## config.mk

```make
export PLATFORM = sky130hd
export DESIGN_NAME = residual_sad_accum
export DESIGN_NICKNAME = d
export VERILOG_FILES = /design/src/rtl/residual_sad_accum.sv
export SDC_FILE = /design/constraint.sdc
export NUM_CORES = 2
export LEC_CHECK = 0
export CAP_MARGIN = 5
export CORE_ASPECT_RATIO = 1.4
export CORE_MARGIN = 8
export CORE_UTILIZATION = 43
export CTS_BUF_LIST = sky130_fd_sc_hd__clkbuf_8
export CTS_CLUSTER_SIZE = 10
export DETAILED_ROUTE_END_ITERATION = 8
export MAX_ROUTING_LAYER = met4
export PLACE_DENSITY = 0.66
export SLEW_MARGIN = 20
export SYNTH_ARGS = -nofsm -noshare
export SYNTH_HDL_FRONTEND = slang
export SYNTH_SLANG_ARGS = --single-unit
export TNS_END_PERCENT = 50
```

## constraint.sdc

```tcl
create_clock -name clk -period 14.55 [get_ports clk]
set_clock_uncertainty 0.2 [all_clocks]
set_input_delay 4.365 -clock clk [delete_from_list [all_inputs] [get_ports clk]]
set_output_delay 4.365 -clock clk [all_outputs]
set_load 0.03 [all_outputs]
```

## src/rtl/residual_sad_accum.sv

```systemverilog
// +----------------------------------------------------------------------------+
// | residual_sad_accum: per-row column SAD accumulation and best-match search.  |
// | Optional sequence checking with `define SAD_SEQ_CHECK_EN. Revision: 1.0     |
// +----------------------------------------------------------------------------+
`default_nettype none

module residual_sad_accum #(
  parameter int POI_DEPTH = 4,
  parameter int POI_WIDTH = 4
) (
  input  logic                                 clk,
  input  logic                                 reset,
  input  logic                                 en,
  output logic                                 ready,
  input  logic [31:0][7:0]                     residuals,
  input  logic [4:0]                           w_row_wr,
  input  logic [POI_DEPTH+POI_WIDTH-1:0]       POI_addr_wr,
  output logic                                 out_valid,
  input  logic                                 out_ready,
  output logic [4:0]                           best_row,
  output logic [4:0]                           best_col,
  output logic [8+POI_DEPTH+POI_WIDTH-1:0]     best_sad,
  output logic                                 seq_err
);

  localparam int ADDR_W = POI_DEPTH + POI_WIDTH;
  localparam int SAD_W  = 8 + ADDR_W;

  localparam logic [1:0] S_ACCUM   = 2'd0;
  localparam logic [1:0] S_COMPARE = 2'd1;
  localparam logic [1:0] S_DONE    = 2'd2;

  logic [1:0]       r_state;
  logic [1:0]       w_next_state;
  logic [SAD_W-1:0] r_acc [32];
  logic [4:0]       r_cur_row;
  logic [4:0]       r_scan;
  logic [4:0]       r_best_row;
  logic [4:0]       r_best_col;
  logic [SAD_W-1:0] r_best_sad;
  logic [31:0][7:0] w_abs;
  logic             w_take;
  logic             w_first_pix;
  logic             w_last_pix;
  logic             w_scan_end;
  logic             w_better;
  logic             w_handshake;

  // Negating 8'h80 yields 8'h80, which read unsigned is the required 128.
  always_comb begin
    w_abs = '0;
    for (int k = 0; k < 32; k++) begin
      w_abs[k] = residuals[k][7] ? (8'd0 - residuals[k]) : residuals[k];
    end
  end

  assign w_take      = en && ready;
  assign w_first_pix = (POI_addr_wr == '0);
  assign w_last_pix  = (POI_addr_wr == {ADDR_W{1'b1}});
  assign w_scan_end  = (r_scan == 5'd31);
  assign w_better    = (r_acc[r_scan] < r_best_sad);
  assign w_handshake = out_valid && out_ready;

  always_ff @(posedge clk) begin
    if (!reset) begin
      r_state <= S_ACCUM;
    end else begin
      r_state <= w_next_state;
    end
  end

  always_comb begin
    w_next_state = r_state;
    case (r_state)
      S_ACCUM:   if (w_take && w_last_pix) w_next_state = S_COMPARE;
      S_COMPARE: if (w_scan_end) w_next_state = (r_cur_row == 5'd31) ? S_DONE : S_ACCUM;
      S_DONE:    if (w_handshake) w_next_state = S_ACCUM;
      default:   w_next_state = S_ACCUM;
    endcase
  end

  always_comb begin
    ready     = (r_state == S_ACCUM);
    out_valid = (r_state == S_DONE);
  end

  always_ff @(posedge clk) begin
    if (!reset) begin
      for (int k = 0; k < 32; k++) r_acc[k] <= '0;
      r_cur_row  <= '0;
      r_scan     <= '0;
      r_best_row <= '0;
      r_best_col <= '0;
      r_best_sad <= '1;
    end else begin
      case (r_state)
        S_ACCUM: begin
          if (w_take) begin
            for (int k = 0; k < 32; k++) begin
              r_acc[k] <= (w_first_pix ? '0 : r_acc[k]) + {{(SAD_W-8){1'b0}}, w_abs[k]};
            end
            r_cur_row <= w_row_wr;
            r_scan    <= '0;
          end
        end
        S_COMPARE: begin
          // Strict compare keeps the earliest candidate on ties.
          if (w_better) begin
            r_best_row <= r_cur_row;
            r_best_col <= r_scan;
            r_best_sad <= r_acc[r_scan];
          end
          r_scan <= r_scan + 5'd1;
        end
        S_DONE: begin
          if (w_handshake) begin
            r_best_row <= '0;
            r_best_col <= '0;
            r_best_sad <= '1;
          end
        end
        default: ;
      endcase
    end
  end

  assign best_row = r_best_row;
  assign best_col = r_best_col;
  assign best_sad = r_best_sad;

`ifdef SAD_SEQ_CHECK_EN
  logic [ADDR_W-1:0] r_prev_addr;
  logic [4:0]        r_exp_row;
  logic              r_seq_err;
  logic              w_new_row;
  logic              w_addr_bad;
  logic              w_row_bad;

  // A previous address of all ones means the next beat opens a new row.
  assign w_new_row  = (r_prev_addr == {ADDR_W{1'b1}});
  assign w_addr_bad = (POI_addr_wr != ADDR_W'(r_prev_addr + 1'b1));
  assign w_row_bad  = w_new_row ? (w_row_wr != r_exp_row) : (w_row_wr != r_cur_row);

  always_ff @(posedge clk) begin
    if (!reset) begin
      r_prev_addr <= '1;
      r_exp_row   <= '0;
      r_seq_err   <= 1'b0;
    end else begin
      if (w_take) begin
        r_prev_addr <= POI_addr_wr;
        if (w_last_pix) r_exp_row <= w_row_wr + 5'd1;
        if (w_addr_bad || w_row_bad) r_seq_err <= 1'b1;
      end
      if (w_handshake) begin
        r_prev_addr <= '1;
        r_exp_row   <= '0;
      end
    end
  end

  assign seq_err = r_seq_err;
`else
  assign seq_err = 1'b0;
`endif

endmodule

`default_nettype wire

```

Yosys cells after proc, flatten, opt, wreduce, memory -nomap -nowiden --
Memories as Yosys holds them, arrays and structs flattened. A register that Yosys moved wholly into a read port is not among the register bits. Index checks and enable logic that the tools add are counted.
Word-level totals: register bits 38, RAM bits 512, memories 1
Memories:
- r_acc | depth 32, width 16, rd ports 33, clocked after Yosys merged registers in 1, wr ports 32, RTL line 35 | logic [SAD_W-1:0] r_acc [32];
Operators by class: add/sub/neg operators 65, order comparisons 1, equal/unequal tests 10, multiplexer cells 118, bitwise logic cells 32, reduce and logical (&&, ||, !) cells 11
Operator list (count):
- $mux W16 | 66
- $add A16 B8 Y16 | 32
- $mux W8 | 32
- $sub A1 B8 Y8 const A | 32
- $or A1 B1 Y1 | 32
- $pmux W16 S2 | 1
- $mux W5 | 6
- $pmux W5 S2 | 3
- $lt A16 B16 Y1 | 1
- $eq A5 B5 Y1 const B | 2
- $eq A8 B8 Y1 const B | 1
- $logic_not A8 Y1 | 1
- $mux W2 | 4
- $ne A2 B1 Y1 const B | 3
- $pmux W2 S3 | 1
- $reduce_and A3 Y1 | 2
- $add A5 B1 Y5 const B | 1
- $mux W1 | 5
- $ne A2 B2 Y1 const B | 2
- $reduce_and A2 Y1 | 2
- $reduce_bool A2 Y1 | 2
- $logic_and A1 B1 Y1 | 3
- $eq A2 B1 Y1 const B | 1
- $eq A2 B2 Y1 const B | 1
- $logic_not A2 Y1 | 1

Depth between registers and ports, before layout --
word-level depth 7, depth in mapped cells 17, depth with buffers taken out 13

Worst setup path before layout --
No wires, ideal clock.
kind input to register, start point input port reset, end point memory r_acc[0][0] (netlist name) (enable), data arrival time 14.421 ns, required time 13.492 ns, slack -0.929 ns, stages on the path 3, path through inv_1 > a21oi_1 > inv_1
RTL lines:
- from (decl) | RTL line 12 | input logic reset,
- to (decl) | RTL line 35

==> results.txt <==
The via density per instance is between 5 and 6. The level count of the clock H-tree came out at 3. The die covers 0.114 mm^2. The weighted congestion at the end of routability-driven global placement is 0.927.

The post-detailed-placement half-perimeter wirelength came out at 99100 um. The count of pins over their slew limit came out at 0. From left edge to right edge, the die measures 287 um. For this configuration, the core starts out at a cell density of 43.3%. The multi-input combinational cell area is 0.0265 mm^2. The minimum clock period after layout came out at between 9000 and 10000 ps. The initial antenna violation count is 9. The ratio of final minimum period to clock period came out at between 60% and 70%. The number of post-CTS setup repair buffers came out at 0. STA puts the critical path data arrival time at 9320 ps. The worst vdd rail ir drop came out at 0.0521 mV. The maximum fanout along the worst path is 124. The worst path buffer plus inverter count is 3. The count of final hold-check violations came out at 0. The area fraction of the dominant cell type after synthesis came out at 34.8%.

The delay of the slowest critical-path stage came out at 820 ps. The clock buffer count from CTS is 96. The post-route DRC violation count came out at 0. The number of instances in the synthesized netlist came out at 4541. The worst setup margin came out at 5490 ps. The xor/xnor share of the synthesized area is roughly a tenth. The global-route wire length before repair came out at 203000 um. The area of the core came out at 0.102 mm^2. The number of endpoints failing setup at the final stage came out at 0. The share of the core filled with cells came out at between 40% and 50%. By area, the combinational part of the netlist is dominated by simple AND/OR/NAND/NOR gates. The worst setup path is of the in2reg kind. The synthesized design contains 512 enable-type register cells.

The flow ran to the end, and the final reports show no timing, DRC or antenna violations. The y dimension of the die came out at just under 400 um. Setup repair after global routing left no endpoint under its margin. The fraction of registers with async set or reset after synthesis is 0%. The share of synthesized cell area in and, or, nand and nor gates came out at 20.4%.

The pin slew with the least headroom to its limit came out at 1110 ps. The timing-limited maximum frequency came out at 0.110 GHz. For this run the aggregate overflow at the end of global routing stands at 0. STA classifies the critical path startpoint as an input pin. The routed design has 131000 um of wire. The sequential element share of the synthesized area is 36.7%. By area the synthesized netlist is led by edfxtp_1, ha_1, mux4_2.

The clock reaches the later pin of the worst-skew pair after 750 ps. The post-synthesis adder-cell area fraction came out at about a tenth. In the final timing run, aggregate negative setup slack is 0 ps.

The number of global-route vias before repair is 34900. Measured against its own limit, the worst slew margin works out to 25.8%. The top cell types in the final layout, fill and taps aside, are nor2_1, edfxtp_1, nand2_1, xnor2_1, ha_1. Yosys mapped the design onto 60 distinct sky130hd cell types.

The total placed instance area is 0.0486 mm^2. The CTS clock-pin slew for the worst setup and hold paths is 60 ps. The critical path goes through clkdlybuf4s50_1, nor4_2, nand2_4, buf_12, nand2_1, inv_1, ha_1, a21o_1, a21o_1, a2111oi_0, o31ai_1, or3b_2, xor2_1, nor2_1.

Across the run, the number of max-cap violations was 0. Among all stages on the critical path, the largest delay is contributed by nor4_2. The signed area change from the synthesized netlist to the final layout is 13.9%. The pin count of the biggest net entering global routing came out at 163. The biggest area contributor in the post-synthesis netlist is edfxtp_1. The reported leakage power is 19.6 nW. The fill cell instance count of the final layout is 9503. The initialized floorplan defines 139 standard-cell rows. The detailed-routing iteration count for the pre-antenna-repair pass is 6. The synthesized area divided by synthesized cell count came out at between 9 and 10 um^2. The share of final-layout standard cells stronger than drive strength 1 came out at 7.12%. The violation count after the first detailed-routing iteration came out at 2979. The power density over cell area came out at 106 mW/mm^2. Among all flip-flop cells after synthesis, the most frequent one is edfxtp_1. The post-cts hold buffer count is 0. Dividing the detail-routed wire length by the instance count gives 21.0 um.

Counting stages on the worst path, the most repeated cell is a21o_1. The post-CTS resize count is 0. Timing analysis after detailed placement gives a worst setup slack of 4780 ps. The synthesized netlist devotes 10.6% of its cell area to compound gates. The cell sitting at the root of the clock tree is a clkbuf_8. The count of state elements after synthesis came out at around 560. Across every metal layer, demand over resource in global routing totals 23.2%. TritonCTS built the clock tree.

Summing over every cut layer, the via total after detailed routing is 35600. The register area came out at approximately 0.016 mm^2. The remaining antenna violation count is 0.

The number of buffers added on ports is 300. The path class of the tightest hold or removal check is reg2reg. STA classifies the critical path endpoint as a flip-flop. The library cell used most frequently in the layout, excluding fill and tap cells, is nor2_1. The longest clock path from root to sink contains 3 buffers. Once layout is done, the placed cells without fillers occupy 0.0504 mm^2. The number of nets in the finished design came out at 5431. The netlist area before placement is 0.0442 mm^2. In this run the count of I/O pins placed on the die edge is 302. Grouping stages by cell kind, the critical path spends the most delay in simple AND/OR/NAND/NOR gates. The share of cell area taken by muxes after synthesis is 8.96%. The final worst hold slack came out at 261 ps.

The required time at the endpoint of the critical path came out at 14810 ps. The clock sink total came out at 555. The synthesized net count came out at 5151. During synthesis, Yosys emitted a total of 0 warnings.
==> cell type report <==
class	instances	area share, %
Antenna cell	9	0.0447
Sequential cell	555	32.2
Inverter	239	1.79
Timing Repair Buffer	324	6.41
Multi-Input combinational cell	3605	52.6
Clock inverter	76	0.767
Tap cell	1339	3.33
Clock buffer	102	2.79
==> cells in the mapped netlist, types with 145 or more instances <==
library cell and n:
and2_1 270, xnor2_1 341, ha_1 305, inv_1 239
nor3_1 164, edfxtp_1 512, a21oi_1 145, o21ai_0 199
mux4_2 146, nand2_1 413, xor2_1 150, nor2_1 517
==> cell families after synthesis <==
kind of cell / after synthesis
multiplexers: 211
adder cells (fa/ha/maj): 337
other: 1
AO/OA/AOI/OAI: 730
AND/OR/NAND/NOR: 1835
buffers and inverters: 381
flip-flops: 555
XOR/XNOR: 491
==> power breakdown <==
part	switching (mW)	leakage (nW)	internal, mW
registers	0.165	5.98	2.01
logic	0.998	12.5	0.805
clock network	0.701	1.05	0.686
total	1.86	19.6	3.50
==> sequential cells by signal, indices dropped and copies added, names as in the netlist, named ones only <==
register,flops
best_col,5
best_row,5
best_sad,16
r_acc,512
r_cur_row,5
r_scan,5
r_state,2
==> path summary, 6_finish.rpt <==
check             slack (ps)             to  depth (start not counted)            from
setup / recovery        5490  r_acc[10][15]                         14  POI_addr_wr[7]
hold / removal           260    best_row[3]                          2     best_row[3]
setup reg to reg        8790    best_row[4]                         12       flip-flop
hold reg to reg          260    best_row[3]                          2     best_row[3]
==> worst min-delay path: cells and delay by family, from the launching register on <==
family	cells	cell delay, ps
flops	1	310
simple gates	1	50
mux	1	50
==> routing by layer <==
metal,vias to the layer above,global-route usage [%],part of all wire (%)
met5,-,-,0
met4,0,11.5,5.5
met3,246,2.29,4.6
met2,1036,39.3,50
met1,17300,27.4,40
li1,17000,-,-
==> stage by stage <==
stage	total power, mW	std cells
after floorplan	3.46	4541
after global placement	3.95	6062
after detailed placement	3.99	6062
after CTS	5.38	6240
after global routing	5.68	6247
final	5.36	6249
Note: power is estimated with default switching activity, not from simulation.
